$ cat src/rtl/instr_encoder.sv
// -----------------------------------------------------------------------------
// instr_encoder
//
// Purpose:
//   Packs an opcode class plus register/immediate/target fields into 32-bit
//   MIPS instruction words, buffers them in a small FIFO and writes them one
//   per cycle into instruction memory, starting at word address 0. This is the
//   encoder counterpart of the control unit, which later decodes these words.
//
// Parameters:
//   ADDR_W      instruction-memory word-address width (capacity 2**ADDR_W)
//   FIFO_DEPTH  encoded-word buffer entries (power of 2, >= 2)
//
// Ports:
//   clk_in         clock, rising edge
//   reset_in       synchronous active-high reset
//   start_in       begin/restart a load (address 0, FIFO flushed, error cleared)
//   valid_in       source presents an instruction on the field inputs
//   ready_out      encoder accepts this cycle (transfer = valid_in & ready_out)
//   op_sel_in      0 ADD,1 SUB,2 OR,3 SLT,4 AND,5 ADDI,6 LW,7 SW,8 BEQ,9 J
//   rs_in/rt_in    source / target register
//   rd_in          destination register (R-type only)
//   imm_in         immediate / offset (I-type only)
//   target_in      jump target (J only)
//   imem_we_out    instruction-memory write strobe (one cycle per word)
//   imem_addr_out  write word address
//   imem_data_out  encoded instruction word
//   count_out      words written since start_in
//   full_out       memory filled; load complete
//   error_out      sticky: an illegal op_sel_in was accepted
// -----------------------------------------------------------------------------
module instr_encoder #(
    parameter int ADDR_W     = 8,
    parameter int FIFO_DEPTH = 4
) (
    input  logic              clk_in,
    input  logic              reset_in,
    input  logic              start_in,
    input  logic              valid_in,
    output logic              ready_out,
    input  logic [3:0]        op_sel_in,
    input  logic [4:0]        rs_in,
    input  logic [4:0]        rt_in,
    input  logic [4:0]        rd_in,
    input  logic [15:0]       imm_in,
    input  logic [25:0]       target_in,
    output logic              imem_we_out,
    output logic [ADDR_W-1:0] imem_addr_out,
    output logic [31:0]       imem_data_out,
    output logic [ADDR_W:0]   count_out,
    output logic              full_out,
    output logic              error_out
);

    localparam int IDX_W = $clog2(FIFO_DEPTH);
    localparam int OCC_W = IDX_W + 1;
    localparam int CNT_W = ADDR_W + 1;
    localparam logic [ADDR_W-1:0] LAST_ADDR = {ADDR_W{1'b1}};
    localparam logic [OCC_W-1:0]  OCC_FULL  = OCC_W'(FIFO_DEPTH);

    typedef enum logic [1:0] {
        ST_IDLE = 2'd0,
        ST_RUN  = 2'd1,
        ST_DONE = 2'd2
    } state_t;

    // Opcode classes 10..15 are not defined and must never reach memory.
    function automatic logic op_legal(input logic [3:0] op_sel);
        logic legal;
        legal = (op_sel <= 4'd9);
        return legal;
    endfunction

    // Field packing for the three MIPS formats; unused fields are ignored.
    function automatic logic [31:0] encode_word(
        input logic [3:0]  op_sel,
        input logic [4:0]  rs,
        input logic [4:0]  rt,
        input logic [4:0]  rd,
        input logic [15:0] imm,
        input logic [25:0] target
    );
        logic [31:0] word;
        case (op_sel)
            4'd0:    word = {6'b000000, rs, rt, rd, 5'b00000, 6'b100000};
            4'd1:    word = {6'b000000, rs, rt, rd, 5'b00000, 6'b100010};
            4'd2:    word = {6'b000000, rs, rt, rd, 5'b00000, 6'b100101};
            4'd3:    word = {6'b000000, rs, rt, rd, 5'b00000, 6'b101010};
            4'd4:    word = {6'b000000, rs, rt, rd, 5'b00000, 6'b100100};
            4'd5:    word = {6'b001000, rs, rt, imm};
            4'd6:    word = {6'b100011, rs, rt, imm};
            4'd7:    word = {6'b101011, rs, rt, imm};
            4'd8:    word = {6'b000100, rs, rt, imm};
            4'd9:    word = {6'b000010, target};
            default: word = 32'h0000_0000;
        endcase
        return word;
    endfunction

    state_t            state_q, state_d;
    logic [31:0]       fifo_mem_q [FIFO_DEPTH];
    logic [31:0]       fifo_mem_d [FIFO_DEPTH];
    logic [IDX_W-1:0]  wr_idx_q, wr_idx_d;
    logic [IDX_W-1:0]  rd_idx_q, rd_idx_d;
    logic [OCC_W-1:0]  occ_q, occ_d;
    logic [ADDR_W-1:0] ptr_q, ptr_d;
    logic [CNT_W-1:0]  count_q, count_d;
    logic              we_q, we_d;
    logic [ADDR_W-1:0] addr_q, addr_d;
    logic [31:0]       data_q, data_d;
    logic              full_q, full_d;
    logic              error_q, error_d;

    logic              ready_s;
    logic              legal_s;
    logic [31:0]       enc_word_s;
    logic              accept_s;
    logic              push_s;
    logic              pop_s;
    logic              last_write_s;

    // Handshake and FIFO control strobes; start_in suppresses every other event.
    always_comb begin
        ready_s      = (state_q == ST_RUN) && (occ_q != OCC_FULL);
        legal_s      = op_legal(op_sel_in);
        enc_word_s   = encode_word(op_sel_in, rs_in, rt_in, rd_in, imm_in, target_in);
        accept_s     = valid_in && ready_s && !start_in;
        push_s       = accept_s && legal_s;
        pop_s        = (state_q == ST_RUN) && (occ_q != {OCC_W{1'b0}}) && !start_in;
        last_write_s = pop_s && (ptr_q == LAST_ADDR);
    end

    // Next-state for the load FSM, FIFO, memory writer and status flags.
    always_comb begin
        state_d    = state_q;
        fifo_mem_d = fifo_mem_q;
        wr_idx_d   = wr_idx_q;
        rd_idx_d   = rd_idx_q;
        occ_d      = occ_q;
        ptr_d      = ptr_q;
        count_d    = count_q;
        we_d       = 1'b0;
        addr_d     = addr_q;
        data_d     = data_q;
        full_d     = full_q;
        error_d    = error_q;

        if (start_in) begin
            state_d  = ST_RUN;
            wr_idx_d = {IDX_W{1'b0}};
            rd_idx_d = {IDX_W{1'b0}};
            occ_d    = {OCC_W{1'b0}};
            ptr_d    = {ADDR_W{1'b0}};
            count_d  = {CNT_W{1'b0}};
            full_d   = 1'b0;
            error_d  = 1'b0;
        end else begin
            if (pop_s) begin
                we_d     = 1'b1;
                addr_d   = ptr_q;
                data_d   = fifo_mem_q[rd_idx_q];
                count_d  = count_q + CNT_W'(1);
                rd_idx_d = rd_idx_q + IDX_W'(1);
            end else begin
                we_d = 1'b0;
            end

            if (last_write_s) begin
                // Memory is full: finish the load and discard anything still buffered,
                // including a word accepted in this same cycle.
                state_d  = ST_DONE;
                full_d   = 1'b1;
                ptr_d    = {ADDR_W{1'b0}};
                wr_idx_d = {IDX_W{1'b0}};
                rd_idx_d = {IDX_W{1'b0}};
                occ_d    = {OCC_W{1'b0}};
            end else begin
                if (pop_s) begin
                    ptr_d = ptr_q + ADDR_W'(1);
                end else begin
                    ptr_d = ptr_q;
                end
                if (push_s) begin
                    fifo_mem_d[wr_idx_q] = enc_word_s;
                    wr_idx_d             = wr_idx_q + IDX_W'(1);
                end else begin
                    wr_idx_d = wr_idx_q;
                end
                case ({push_s, pop_s})
                    2'b10:   occ_d = occ_q + OCC_W'(1);
                    2'b01:   occ_d = occ_q - OCC_W'(1);
                    default: occ_d = occ_q;
                endcase
            end

            // The illegal word is consumed by the handshake but never buffered.
            if (accept_s && !legal_s) begin
                error_d = 1'b1;
            end else begin
                error_d = error_q;
            end
        end
    end

    // State and output registers with synchronous reset.
    always_ff @(posedge clk_in) begin
        if (reset_in) begin
            state_q <= ST_IDLE;
            for (int i = 0; i < FIFO_DEPTH; i++) begin
                fifo_mem_q[i] <= 32'h0000_0000;
            end
            wr_idx_q <= {IDX_W{1'b0}};
            rd_idx_q <= {IDX_W{1'b0}};
            occ_q    <= {OCC_W{1'b0}};
            ptr_q    <= {ADDR_W{1'b0}};
            count_q  <= {CNT_W{1'b0}};
            we_q     <= 1'b0;
            addr_q   <= {ADDR_W{1'b0}};
            data_q   <= 32'h0000_0000;
            full_q   <= 1'b0;
            error_q  <= 1'b0;
        end else begin
            state_q    <= state_d;
            fifo_mem_q <= fifo_mem_d;
            wr_idx_q   <= wr_idx_d;
            rd_idx_q   <= rd_idx_d;
            occ_q      <= occ_d;
            ptr_q      <= ptr_d;
            count_q    <= count_d;
            we_q       <= we_d;
            addr_q     <= addr_d;
            data_q     <= data_d;
            full_q     <= full_d;
            error_q    <= error_d;
        end
    end

    assign ready_out     = ready_s;
    assign imem_we_out   = we_q;
    assign imem_addr_out = addr_q;
    assign imem_data_out = data_q;
    assign count_out     = count_q;
    assign full_out      = full_q;
    assign error_out     = error_q;

endmodule

$ cat config.mk
export PLATFORM = sky130hd
export DESIGN_NAME = instr_encoder
export DESIGN_NICKNAME = d
export VERILOG_FILES = /design/src/rtl/instr_encoder.sv
export SDC_FILE = /design/constraint.sdc
export NUM_CORES = 1
export LEC_CHECK = 0
export CAP_MARGIN = 20
export CORE_ASPECT_RATIO = 0.9
export CORE_UTILIZATION = 45
export DETAILED_ROUTE_END_ITERATION = 10
export GPL_TIMING_DRIVEN = 0
export PLACE_DENSITY = 0.68
export SKIP_CTS_REPAIR_TIMING = 1
export SYNTH_ARGS = -nofsm -noshare
export SYNTH_HDL_FRONTEND = slang
export SYNTH_SLANG_ARGS = --single-unit
$ cat constraint.sdc
create_clock -name clk_in -period 5.25 [get_ports clk_in]
set_input_delay 0.525 -clock clk_in [delete_from_list [all_inputs] [get_ports clk_in]]
set_output_delay 0.525 -clock clk_in [all_outputs]
set_load 0.01 [all_outputs]
# After elaboration in Yosys (flattened, before gate mapping)
# Index checks and enable logic that the tools add are counted.
# classes
add_sub_neg	6
eq_ne	14
n_reduce_logical	19
n_bitwise	4
order_cmp	4
mux	11
# op_table
operator	n
32-bit one-hot mux with 10 select lines	1
128-bit bitwise mux	1
32-bit two-way mux	3
32-bit binary-select mux with 2-bit select	1
32-bit demux with 2-bit select	1
4-bit by 3-bit equality test with 1-bit output, second input constant	4
9-bit by 1-bit adder with 9-bit output, second input constant	1
1-bit logical AND	9
8-bit by 1-bit adder with 8-bit output, second input constant	1
4-bit by 2-bit equality test with 1-bit output, second input constant	2
4-bit equality test, second input constant	2
8-bit equality test, second input constant	1
3-bit greater-or-equal comparator, second input constant	2
2-bit NOT with 3-bit output	2
3-bit one-hot mux with 2 select lines	1
2-bit by 1-bit adder with 2-bit output, second input constant	2
2-bit by 1-bit equality test with 1-bit output, second input constant	2
4-bit by 1-bit equality test with 1-bit output, second input constant	1
4-bit less-or-equal comparator, second input constant	1
4-bit zero test	1
2-bit nonzero test	2
3-bit by 1-bit adder with 3-bit output, second input constant	1
3-bit by 1-bit < comparator with 1-bit output, second input constant	1
1-bit two-way mux	3
10 further kinds	12
# totals
register_bits	196
out_inout_bits	53
elab_cells	73
inputBits	65

# Logic depth before layout (Yosys ltp)
# logic_depth
depth_word	7
mapped_depth	12
mapped_depth_nobuf	10

# Worst setup path before layout
# OpenSTA, ideal clock, no wires.
# synth_path
kind	input port to flip-flop
start	in start_in
end	reg occ_q[2]
cell_stages	12
path_buffers	2
required_ns	5.133
setup_ns	0.117
setup_slack_ns	2.727
arrival_ns	2.406
cell_sequence	nor3b_1 nand2_1 inv_1 buf_2 buf_2 ha_1 inv_1 fa_1 xor2_1 nor2_1 xnor2_1 nor2_1
# synth_via
elab_cells_between_ends	10
classes_between	eq/ne: 2; mux: 1; reduce/logical: 7
# synth_rtl
item	line_no	text
start, declared	38	input logic start_in,
1-bit zero test *	129	pop_s = (state_q == ST_RUN) && (occ_q != {OCC_W{1'b0}}) && !start_in;
1-bit logical AND *	129	
named net pop_s	119	logic pop_s;
2-bit by 1-bit equality test with 1-bit output, or another cell as far along	189	case ({push_s, pop_s})
3-bit one-hot mux with 2 select lines, or another cell as far along	189	
end signal, assigned	214	occ_q <= {OCC_W{1'b0}};
end, declared	105	logic [OCC_W-1:0] occ_q, occ_d;
# Mark *: on every way through the listed nets, which the timed path passes. The rest lies on a longest branch.
# A chain may end at the register's enable or synchronous reset.

# Final worst setup path
# Same ends and word-level chain as after synthesis.

==> impl_metrics.tcl <==
set metrics [dict create \
    final_area_um2 9970 \
    cts.sinks 186 \
    total_power_mw 3.05 \
    dp_hpwl_mm 14.8 \
    period_share_pct 63.9 \
    antenna_found_initial 0 \
    cts_buffers 17 \
    num_rows 45 \
    place_area_um2 9310 \
    die_x_um 141 \
    grt_pass1_vias 6298 \
    cts.htree.levels 4 \
    synthesis.instances 827 \
    synth_top_area_share_pct 47.3 \
    p_leak_nw 3.20 \
    clk_latency_ns 0.43 \
    seq_area_frac_synth_pct 47.3 \
    final_util_pct 58.7 \
    synth_area_leaders "dfxtp_1 (47%), a211oi_1 (9.5%), mux4_2 (8.6%), nor2_1 (6.9%), nand2_1 (4.8%)" \
    post_drt_wl_per_cell_um 17.8 \
    syn_avg_cell_area_um2 9.52 \
    gr-total-overflow 0 \
    stdcell_count 1208 \
    critPathArrivalTime_ns 3.67 \
    drt-initial-drc-count 477 \
    die_h_um 127 \
    area_growth_pct 26.7 \
    tns_ns 0 \
    synth_edf_count 0 \
    startpoint_type "input port" \
    setup-violations-final 0 \
    cts_buffer_depth 2 \
    syn_area_um2 7870 \
    place.port_buffers 114 \
    grt_usage_pct 24.9 \
    fillers 1555 \
    final.min_clock_period_ns 3.35 \
    async_flop_share_pct 0 \
    status "finished clean" \
    wirelength_mm 21.6 \
    die_area_um2 18000 \
    gp_congestion 0.824 \
    holdPathStages 2 \
    path_max_fanout 10 \
    drv_slew 0 \
    finalClockSkew_ns 0.00899 \
    core_um2 17000 \
    layout_commonest_cell "dfxtp_1" \
    cap_violations 0 \
    layout_common_cells "dfxtp_1 (186), nor2_1 (145), clkdlybuf4s50_1 (114)" \
    drc 0 \
    clockRootBuffer "clkbuf_16" \
    diodes 0 \
    ir_drop_mv 0.204 \
    crit_required_ns 5.56 \
    grt_start_max_net_pins 17 \
    layout-drive-gt1-share_pct 11.0 \
    crit_path_end_kind "flip-flop" \
    syn_nets 900 \
    power_density_nw_per_um2 306 \
    drtAntennaViolNets 0 \
    synth_cell_types 43 \
    nets 1033 \
    place_inst 1176 \
    initial_utilization_pct 46.3 \
    worstMarginPinSlew_ns 0.806 \
    cts.clk_slew.worst_paths_ns 0.07 \
    yosysTopAreaCell "dfxtp_1" \
    critical_path_class "in2reg" \
    vias_per_cell 5.52 \
    max_freq_ghz 0.298 \
    r2r_cells 12 \
    rsz0062_at_grt "false" \
    hold_viol 0 \
    grt_pass1_wl_mm 34.1 \
    synth_seq_cells 186 \
    cts_tree "done" \
    io_pins 118 \
    ys_warn_count 0 \
    slew_headroom_pct 45.5 \
    hold_path.class "reg2reg" \
    synth_flop_cell "dfxtp_1" \
    vias 6667 \
    dr.pass1.iters 5 \
]
## per-stage QoR
step	setup slack, ns	hold WS, ns
finish	1.90	0.453
floorplan	2.73	0.450
CTS	1.94	0.455
global placement	1.54	0.444
global route	1.80	0.470
detailed placement	1.50	0.446
## synth_stat cells, types with 9 or more instances
cell type	n
mux2i_1	13
a211oi_1	100
dfxtp_1	186
mux4_2	30
a21oi_1	56
nand2_1	101
buf_2	12
o21ai_0	12
buf_6	14
a22oi_1	17
nor2_1	145
xor2_1	12
buf_4	9
clkbuf_1	33
## layer usage
| layer | share of wire, % | up-vias | track usage (%) | wire (um) |
|---|---|---|---|---|
| met5 | 0 | - | 0 | 0 |
| met4 | 1.3 | 0 | 7.40 | 282 |
| met3 | 4.8 | 20 | 4.05 | 1050 |
| met2 | 46 | 204 | 39.3 | 9920 |
| met1 | 48 | 3239 | 35.0 | 10300 |
| li1 | - | 3204 | - | - |
## cells by family (layout without fill, tap and decap cells)
kind of cell | count (synthesis) | count (layout) | synth area share (%)
XOR/XNOR | 20 | 20 | 2.23
multiplexers | 45 | 45 | 10.5
flip-flops | 186 | 186 | 47.3
AO/OA/AOI/OAI | 197 | 197 | 16.9
buffers and inverters | 77 | 223 | 5.63
adder cells (fa/ha/maj) | 8 | 8 | 1.37
other | 1 | 1 | 0.0476
AND/OR/NAND/NOR | 293 | 293 | 16.0
## registers in the layout, summed over array words and instances, names as in the netlist
register,count
fifo_mem_q,120
imem_data_out,30
count_out,9
imem_addr_out,8
ptr_q,8
occ_q,3
rd_idx_q,2
wr_idx_q,2
error_out,1
full_out,1
imem_we_out,1
state_q,1
## critical path, cell delays in order
cell and delay, ns:
clkdlybuf4s50_1 0.48, nor3b_1 0.34, nand2_1 0.34, inv_1 0.22
buf_2 0.31, buf_2 0.34, ha_1 0.24, inv_1 0.06
fa_1 0.37, xor2_1 0.15, nor2_1 0.12, xnor2_1 0.13
nor2_1 0.05
## area by class of cell
class | instances | area [um2] | area share, %
Inverter | 7 | 26.3 | 0.263
Buffer | 70 | 417 | 4.18
Timing Repair Buffer | 114 | 1140 | 11.4
Multi-Input combinational cell | 564 | 3700 | 37.1
Clock inverter | 11 | 218 | 2.18
Clock buffer | 21 | 450 | 4.52
Tap cell | 235 | 294 | 2.95
Sequential cell | 186 | 3720 | 37.3
## path summary, 6_finish.rpt
path	from	end	slack, ns
worst min-delay path	imem_addr_out[6]$_SDFFE_PP0P_	imem_addr_out[6]$_SDFFE_PP0P_	0.45
worst min register to register	imem_addr_out[6]$_SDFFE_PP0P_	imem_addr_out[6]$_SDFFE_PP0P_	0.45
worst max-delay path	start_in	occ_q[2]$_SDFFE_PP0P_	1.90
worst max register to register	state_q[0]$_SDFFE_PP0P_	occ_q[2]$_SDFFE_PP0P_	2.09
## power by group
part	switching (mW)	internal, mW
Clock	0.544	0.907
Combinational	0.0999	0.0789
Sequential	0.00464	1.42
Power figures use the tool's default switching activity.
